<file path="src/rtl/fmul_sched.sv">
// Round-robin scheduler sharing one pipelined fmul between N_REQ requesters; tags ride alongside the multiplier.
// Optional performance counters (perf_issue, perf_stall) are built when FMUL_SCHED_PERF_EN is defined.
module fmul_sched #(
   parameter int unsigned N_REQ = 2,
   parameter int unsigned LAT   = 3,
   parameter int unsigned IDW   = 3
) (
   input  logic                 clk,
   input  logic                 reset,
   input  logic                 hold,
   input  logic [N_REQ-1:0]     req_valid,
   input  logic [32*N_REQ-1:0]  req_a,
   input  logic [32*N_REQ-1:0]  req_b,
   output logic [N_REQ-1:0]     req_ready,
   output logic [31:0]          mul_a,
   output logic [31:0]          mul_b,
   input  logic [31:0]          mul_s,
   output logic                 resp_valid,
   output logic [IDW-1:0]       resp_id,
   output logic [31:0]          resp_data,
   output logic                 idle
`ifdef FMUL_SCHED_PERF_EN
   ,
   output logic [31:0]          perf_issue,
   output logic [31:0]          perf_stall
`endif
);

   logic [IDW-1:0]     r_rr_ptr;
   logic [31:0]        r_mul_a;
   logic [31:0]        r_mul_b;
   logic [LAT:0]       r_tag_v;
   logic [IDW-1:0]     r_tag_id [LAT+1];

   logic [2*N_REQ-1:0] w_rot;
   logic [N_REQ-1:0]   w_grant;
   logic               w_xfer;
   logic [IDW-1:0]     w_gnt_id;
   logic [31:0]        w_gnt_a;
   logic [31:0]        w_gnt_b;

   // Rotating the doubled request vector puts rr_ptr at bit 0, so the scan is a plain first-one search.
   always_comb begin
      w_rot    = {req_valid, req_valid} >> r_rr_ptr;
      w_xfer   = 1'b0;
      w_gnt_id = '0;
      w_grant  = '0;
      w_gnt_a  = '0;
      w_gnt_b  = '0;
      if (!hold && !reset) begin
         for (int unsigned k = 0; k < N_REQ; k++) begin
            if (!w_xfer && w_rot[k]) begin
               w_xfer   = 1'b1;
               w_gnt_id = IDW'((32'(r_rr_ptr) + k) % N_REQ);
            end
         end
      end
      for (int unsigned i = 0; i < N_REQ; i++) begin
         if (w_xfer && (w_gnt_id == IDW'(i))) begin
            w_grant[i] = 1'b1;
            w_gnt_a    = req_a[32*i +: 32];
            w_gnt_b    = req_b[32*i +: 32];
         end
      end
   end

   always_ff @(posedge clk) begin
      if (reset) begin
         r_rr_ptr <= '0;
         r_mul_a  <= '0;
         r_mul_b  <= '0;
      end else if (w_xfer) begin
         r_rr_ptr <= (w_gnt_id == IDW'(N_REQ-1)) ? '0 : w_gnt_id + 1'b1;
         r_mul_a  <= w_gnt_a;
         r_mul_b  <= w_gnt_b;
      end
   end

   always_ff @(posedge clk) begin
      if (reset) begin
         r_tag_v <= '0;
         for (int unsigned k = 0; k <= LAT; k++) begin
            r_tag_id[k] <= '0;
         end
      end else begin
         r_tag_v     <= {r_tag_v[LAT-1:0], w_xfer};
         r_tag_id[0] <= w_gnt_id;
         for (int unsigned k = 1; k <= LAT; k++) begin
            r_tag_id[k] <= r_tag_id[k-1];
         end
      end
   end

   assign req_ready  = w_grant;
   assign mul_a      = r_mul_a;
   assign mul_b      = r_mul_b;
   assign resp_valid = r_tag_v[LAT];
   assign resp_id    = r_tag_id[LAT];
   assign resp_data  = mul_s;
   assign idle       = ~|r_tag_v;

`ifdef FMUL_SCHED_PERF_EN
   logic [31:0] r_perf_issue;
   logic [31:0] r_perf_stall;

   always_ff @(posedge clk) begin
      if (reset) begin
         r_perf_issue <= '0;
         r_perf_stall <= '0;
      end else begin
         if (w_xfer) begin
            r_perf_issue <= r_perf_issue + 32'd1;
         end
         if (|req_valid && !w_xfer) begin
            r_perf_stall <= r_perf_stall + 32'd1;
         end
      end
   end

   assign perf_issue = r_perf_issue;
   assign perf_stall = r_perf_stall;
`endif

endmodule

</file>
<file path="config.mk">
export PLATFORM = sky130hd
export DESIGN_NAME = fmul_sched
export DESIGN_NICKNAME = d
export VERILOG_FILES = /design/src/rtl/fmul_sched.sv
export SDC_FILE = /design/constraint.sdc
export NUM_CORES = 1
export LEC_CHECK = 0
export BUFFER_PORTS_ARGS = -buffer_cell sky130_fd_sc_hd__buf_2
export CORE_AREA = 2 2 104 106
export CTS_BUF_LIST = sky130_fd_sc_hd__clkbuf_4 sky130_fd_sc_hd__clkbuf_8
export DETAILED_ROUTE_END_ITERATION = 8
export DIE_AREA = 0 0 106 108
export PLACE_DENSITY = 0.78
export SKIP_CTS_REPAIR_TIMING = 1
export SYNTH_ARGS = -nofsm -noshare
export SYNTH_HDL_FRONTEND = slang
export SYNTH_SLANG_ARGS = --single-unit
</file>
<file path="constraint.sdc">
create_clock -name clk -period 1.84 [get_ports clk]
set_input_delay 0.092 -clock clk [delete_from_list [all_inputs] [get_ports clk]]
set_output_delay 0.092 -clock clk [all_outputs]
set_load 0.005 [all_outputs]
</file>
==> metrics.cfg, run 1 <==
[placement]
dpl_cell_area_sq_mm = 0.00474
place_congestion = 0.826
post-place-cells = 706
place_ws_ns = 0.339
portBuffers = 201
place_hpwl_um = 8990

[worst_setup_path]
worstPathRequired_ns = 1.75
reg2reg_to = mul_b[29]
rrSetupSlack_ns = 0.31
crit_fanout = 14
worstReg2RegStart = r_rr_ptr[0]
critical_path_class = register to output pin
crit_arrival_ns = 1.54
crit_path_start_kind = register
r2r_cells = 4
critPathCaptureType = output pin

[yosys]
ys_types = 22
synth_mux_area_share_pct = 0
synth.avg_cell_area_sq_um = 8.78
synth_top_area_share_pct = 37.6
netlist_area_sq_mm = 0.00389
synthSimpleGateAreaFrac_pct = 12.9
synth_compound_area_share_pct = 35.4
synth_fa_ha_area_share_pct = 0
synth_top_family_by_area = compound AO/OA/AOI/OAI gates
synth_cells = 443
ys_warn_count = 0
ys_seq_area_share_pct = 37.6
synthXorXnorAreaFrac_pct = 0
synth_area_leader_cell = dfxtp_1
ys_seq_elements = 73
synth_area_leaders = dfxtp_1, a311oi_1, a22oi_1

[final_layout]
drive_gt1_share_pct = 40.4
areaGrowthSynthToFinish_pct = 27.4
fin_cells = 725
fill_cells = 993
final_net_count = 749
utilization_pct = 48.4
stdcell_area_sq_mm = 0.00495
antenna_cells = 0

[floorplan]
core-area_sq_mm = 0.0102
die_h_um = 108
rows = 37
dieArea_sq_mm = 0.0114
ios = 268
initial_core_util_pct = 38.0
fp.dieW_um = 106

[flow_run]
drv_cap = 0

[timing]
clock-skew-final_ns = 0.00776
setup_viol = 0
rsz0062_at_grt = no
fin_ws_ns = 0.211
hold_ws_ns = 0.00824
max_freq_mhz = 614
fin_setup_tns_ns = 0
hold_viol_final = 0
min_period_ns = 1.63
final-max-slew-violation-count = 0
finalCritPeriodShare_pct = 88.5

[power]
p_leak_nw = 2.15
power_mw = 3.82
pwr_density_cell_mw_per_mm2 = 772
vdd_drop_max_mv = 0.366

[global_routing]
global_route.usage.met3_pct = 5.97
grt_max_degree = 58
overflow = 0
grt_pass1_wl_um = 19400
grt_use_met2_pct = 37.2
antenna_found_initial = 0
grt_use_total_pct = 21.3
busiest_layer = met2
grt_pass1_vias = 3822
use_met1_pct = 25.6

[drt]
drc = 0
postRouteWirelength_um = 12800
drt_iter0_drc = 377
dr.pass1.iters = 5
via_per_inst = 5.55
wire_per_inst_um = 17.6
vias = 4025
antenna_left = 0

[cts]
clock_path_buffers = 2
cts_buffers = 9
cts.htree.levels = 3
root_buffer = clkbuf_8
cts_tree = done
cts.sinks = 73
clk_pin_slew_ns = 0.08
clkLatencyLatePin_ns = 0.35

[outcome]
status = finished clean

[worst_hold_path]
min-delay-start = req_a[14]
min_to = mul_a[14]
holdPathStages = 3
hp-class = input pin to register

[routing by layer]
| metal | share of wire (%) | wire, um |
|---|---|---|
| met1 | 39 | 5030 |
| met2 | 51 | 6480 |
| met3 | 9.0 | 1150 |
| met4 | 0.95 | 121 |
| met5 | 0 | 0 |
[area by class of cell]
class | count | area, sq um | share of cell area [%]
multi-input cells | 278 | 1900 | 38.4
clock buffers | 12 | 153 | 3.08
inverters | 3 | 11.3 | 0.227
well taps | 136 | 170 | 3.44
flip-flops and latches | 73 | 1460 | 29.5
repair buffers | 219 | 1220 | 24.7
clock inverters | 4 | 28.8 | 0.581
[registers in the layout, indices dropped and copies added (netlist names)]
name,count
mul_a,32
r_tag_id,4
r_rr_ptr,1
mul_b,32
r_tag_v,4
[kinds of logic after synthesis]
| kind of cell | after synthesis |
|---|---|
| buffers and inverters | 93 |
| other | 1 |
| AO/OA/AOI/OAI | 194 |
| AND/OR/NAND/NOR | 82 |
| flip-flops | 73 |
[cell usage after synthesis (all sizes together)]
cell,n
a21oi,1
a22oi,64
a311oi,65
and3,1
buf,53
clkbuf,37
clkinv,1
conb,1
dfxtp,73
inv,2
nand2,2
nand2b,65
nor2,4
nor2b,7
nor4,1
o21ai,64
or2,2
[worst max-delay path, stage by stage, from the launching register on]
cell and delay [ns]:
dfxtp_1 0.42, nand2b_2 0.33, nand2_1 0.14, and3_1 0.18, buf_2 0.13
[power by group]
part	total, mW	switching [mW]	leakage (nW)	internal (mW)
clock	1.17	0.610	0.0894	0.557
combinational	0.843	0.430	1.45	0.413
sequential	1.81	0.0811	0.607	1.73
total	3.82	1.12	2.15	2.70
[layout by cell type, fill, tap and decap left out]
cell and instances:
buf_12 6, or2_4 1, nand2b_1 64, buf_4 9, and3_1 1, clkinv_2 1
nor2_4 1, buf_2 201, or2_2 1, clkbuf_4 2, clkbuf_8 10, nor2b_1 6
clkinv_1 1, conb_1 2, dfxtp_1 73, inv_1 2, nand2b_2 1, dlygate4sd3_1 3
nor4_1 1, clkinvlp_4 2, a311oi_1 65, o21ai_0 64, clkinv_4 1, a22oi_1 64
nor2b_4 1, nand2_2 1, nor2_1 3, nand2_1 1, a21oi_1 1
[worst max-delay path by stage]
stage	from	endpoint
2_1_floorplan	r_rr_ptr[0]	mul_a[10]
6_report	r_rr_ptr[0]	req_ready[0]
3_3_place_gp	r_rr_ptr[0]	mul_a[0]
5_1_grt	r_rr_ptr[0]	req_ready[0]
4_1_cts	r_rr_ptr[0]	req_ready[0]
3_5_place_dp	r_rr_ptr[0]	mul_b[29]
No activity file was read; power rests on OpenSTA's default activity.
==> run 2: changes to the inputs <==
Settings changed: HOLD_SLACK_MARGIN set to 0.03.
==> run 2 against run 1 <==
Net effect: routed wire length grew 5.6%; non-clock buffer count rose by 40; critical path depth did not move; die area is the same; worst hold slack improved by 0.011 ns; count of clock-buffer cells in the layout unchanged; critical path type unchanged.
==> metrics.cfg, run 2 (same netlist as run 1, synthesis figures left out) <==
[worst_setup_path]
crit_arrival_ns = 1.54  ; about the same
max_stage_delay_ns = 0.42  ; about the same
crit_path_start_kind = register
critical_path_class = register to output pin
crit_fanout = 14  ; unchanged
critPathSlowestCell = dfxtp_1
cp_cell_sequence = nand2b_2 > nand2_1 > and3_1 > buf_2
worstPathRequired_ns = 1.75  ; about the same
critPathCaptureType = output pin
rrSetupSlack_ns = 0.30  ; about the same

[timing]
max_freq_mhz = 613  ; -0.16%
fin_setup_tns_ns = 0  ; unchanged
fin_ws_ns = 0.209  ; -0.00259 ns
finalCritPeriodShare_pct = 88.7  ; +0.14 points
hold_viol_final = 0  ; unchanged
rsz0062_at_grt = no
min_period_ns = 1.63  ; +0.00258 ns
clock-skew-final_ns = 0.00670  ; -0.00106 ns
setup_viol = 0  ; unchanged
final-max-slew-violation-count = 0  ; unchanged

[drt]
vias = 4234  ; +5.2%
postRouteWirelength_um = 13500  ; +5.6%
drc = 0  ; unchanged
dr.pass1.iters = 7  ; +2
wire_per_inst_um = 17.6  ; about the same
via_per_inst = 5.53  ; -0.31%
antenna_left = 0  ; unchanged
drt_iter0_drc = 386  ; +2.4%

[global_routing]
grt_use_total_pct = 21.3  ; unchanged
grt_pass1_wl_um = 19400  ; unchanged
grt_max_degree = 58  ; unchanged
antenna_found_initial = 0  ; unchanged
grt_pass1_vias = 3822  ; unchanged
overflow = 0  ; unchanged

[placement]
place_ws_ns = 0.339  ; unchanged
place_hpwl_um = 8990  ; unchanged
portBuffers = 201  ; unchanged
place_congestion = 0.826  ; unchanged

[floorplan]
rows = 37  ; unchanged
dieArea_sq_mm = 0.0114  ; unchanged
die_h_um = 108  ; unchanged
core-area_sq_mm = 0.0102  ; unchanged
ios = 268  ; unchanged
initial_core_util_pct = 38.0  ; unchanged
fp.dieW_um = 106  ; unchanged

[power]
power_mw = 3.88  ; +1.6%
vdd_drop_max_mv = 0.368  ; +0.34%
pwr_density_cell_mw_per_mm2 = 726  ; -6.0%
p_leak_nw = 2.32  ; +7.8%

[cts]
clkLatencyLatePin_ns = 0.34  ; about the same
root_buffer = clkbuf_8
clock_path_buffers = 2  ; unchanged
cts.htree.levels = 3  ; unchanged
clk_pin_slew_ns = 0.08  ; about the same
cts_buffers = 9  ; unchanged
cts.sinks = 73  ; unchanged
cts_tree = done

[final_layout]
areaGrowthSynthToFinish_pct = 37.7
multi_input_area_sq_mm = 0.00190  ; unchanged
final_cell_mix = buf_2, dfxtp_1, a311oi_1
regArea_sq_mm = 0.00146  ; unchanged
drive_gt1_share_pct = 37.8  ; -2.6 points
fill_cells = 923  ; -7.0%
antenna_cells = 0  ; unchanged
final_common_cell = buf_2
final_net_count = 789  ; +5.3%

[outcome]
status = finished clean

[worst_hold_path]
hp-class = input pin to register

[flow_run]
drv_cap = 0  ; unchanged

[run 2: cell count changes in the layout (fill, tap and decap cells not counted)]
cell and change:
dlygate4sd3_1 +40
[run 2: layout make-up]
cell class	count	share of cell area, %
clock inverters	4	0.538
clock buffers	12	2.85
repair buffers	259	30.3
flip-flops and latches	73	27.3
well taps	136	3.18
inverters	3	0.210
multi-input cells	278	35.6
[run 2: worst paths after layout]
kind	end	cells past startpoint	from
worst max-delay path	req_ready[0]	4	r_rr_ptr[0]
worst min register to register	r_tag_id[2][0]	1	r_tag_id[1][0]
worst max register to register	mul_b[29]	4	r_rr_ptr[0]
worst min-delay path	mul_a[3]	3	req_a[3]
[run 2: metal layers]
metal,up-vias,global-route usage [%],share of wire [%]
met5,-,0,0
met4,0,6.39,0.70
met3,10,5.97,9.3
met2,272,37.2,52
met1,1952,25.6,38
li1,2000,-,-
[run 2: power breakdown]
part,internal [mW],switching [mW]
Sequential,1.73,0.0819
Combinational,0.469,0.446
Clock,0.557,0.600
Total,2.76,1.13
[run 2: per-stage QoR]
step                instance area (sq um)  std cells  hold WS [ns]  util [%]
floorplan                            3890        444         0.256         -
global placement                     4740        706         0.184      46.3
detailed placement                   4740        706         0.184      46.3
CTS                                  4920        722       -0.0151      48.1
global route                         5350        765        0.0302      52.3
finish                               5350        765        0.0197      52.3
[run 2: critical path, delay by kind of cell, from the launching register on]
| family | cells | cell delay, ns |
|---|---|---|
| buf+inv | 1 | 0.13 |
| flops | 1 | 0.42 |
| simple gates | 3 | 0.66 |
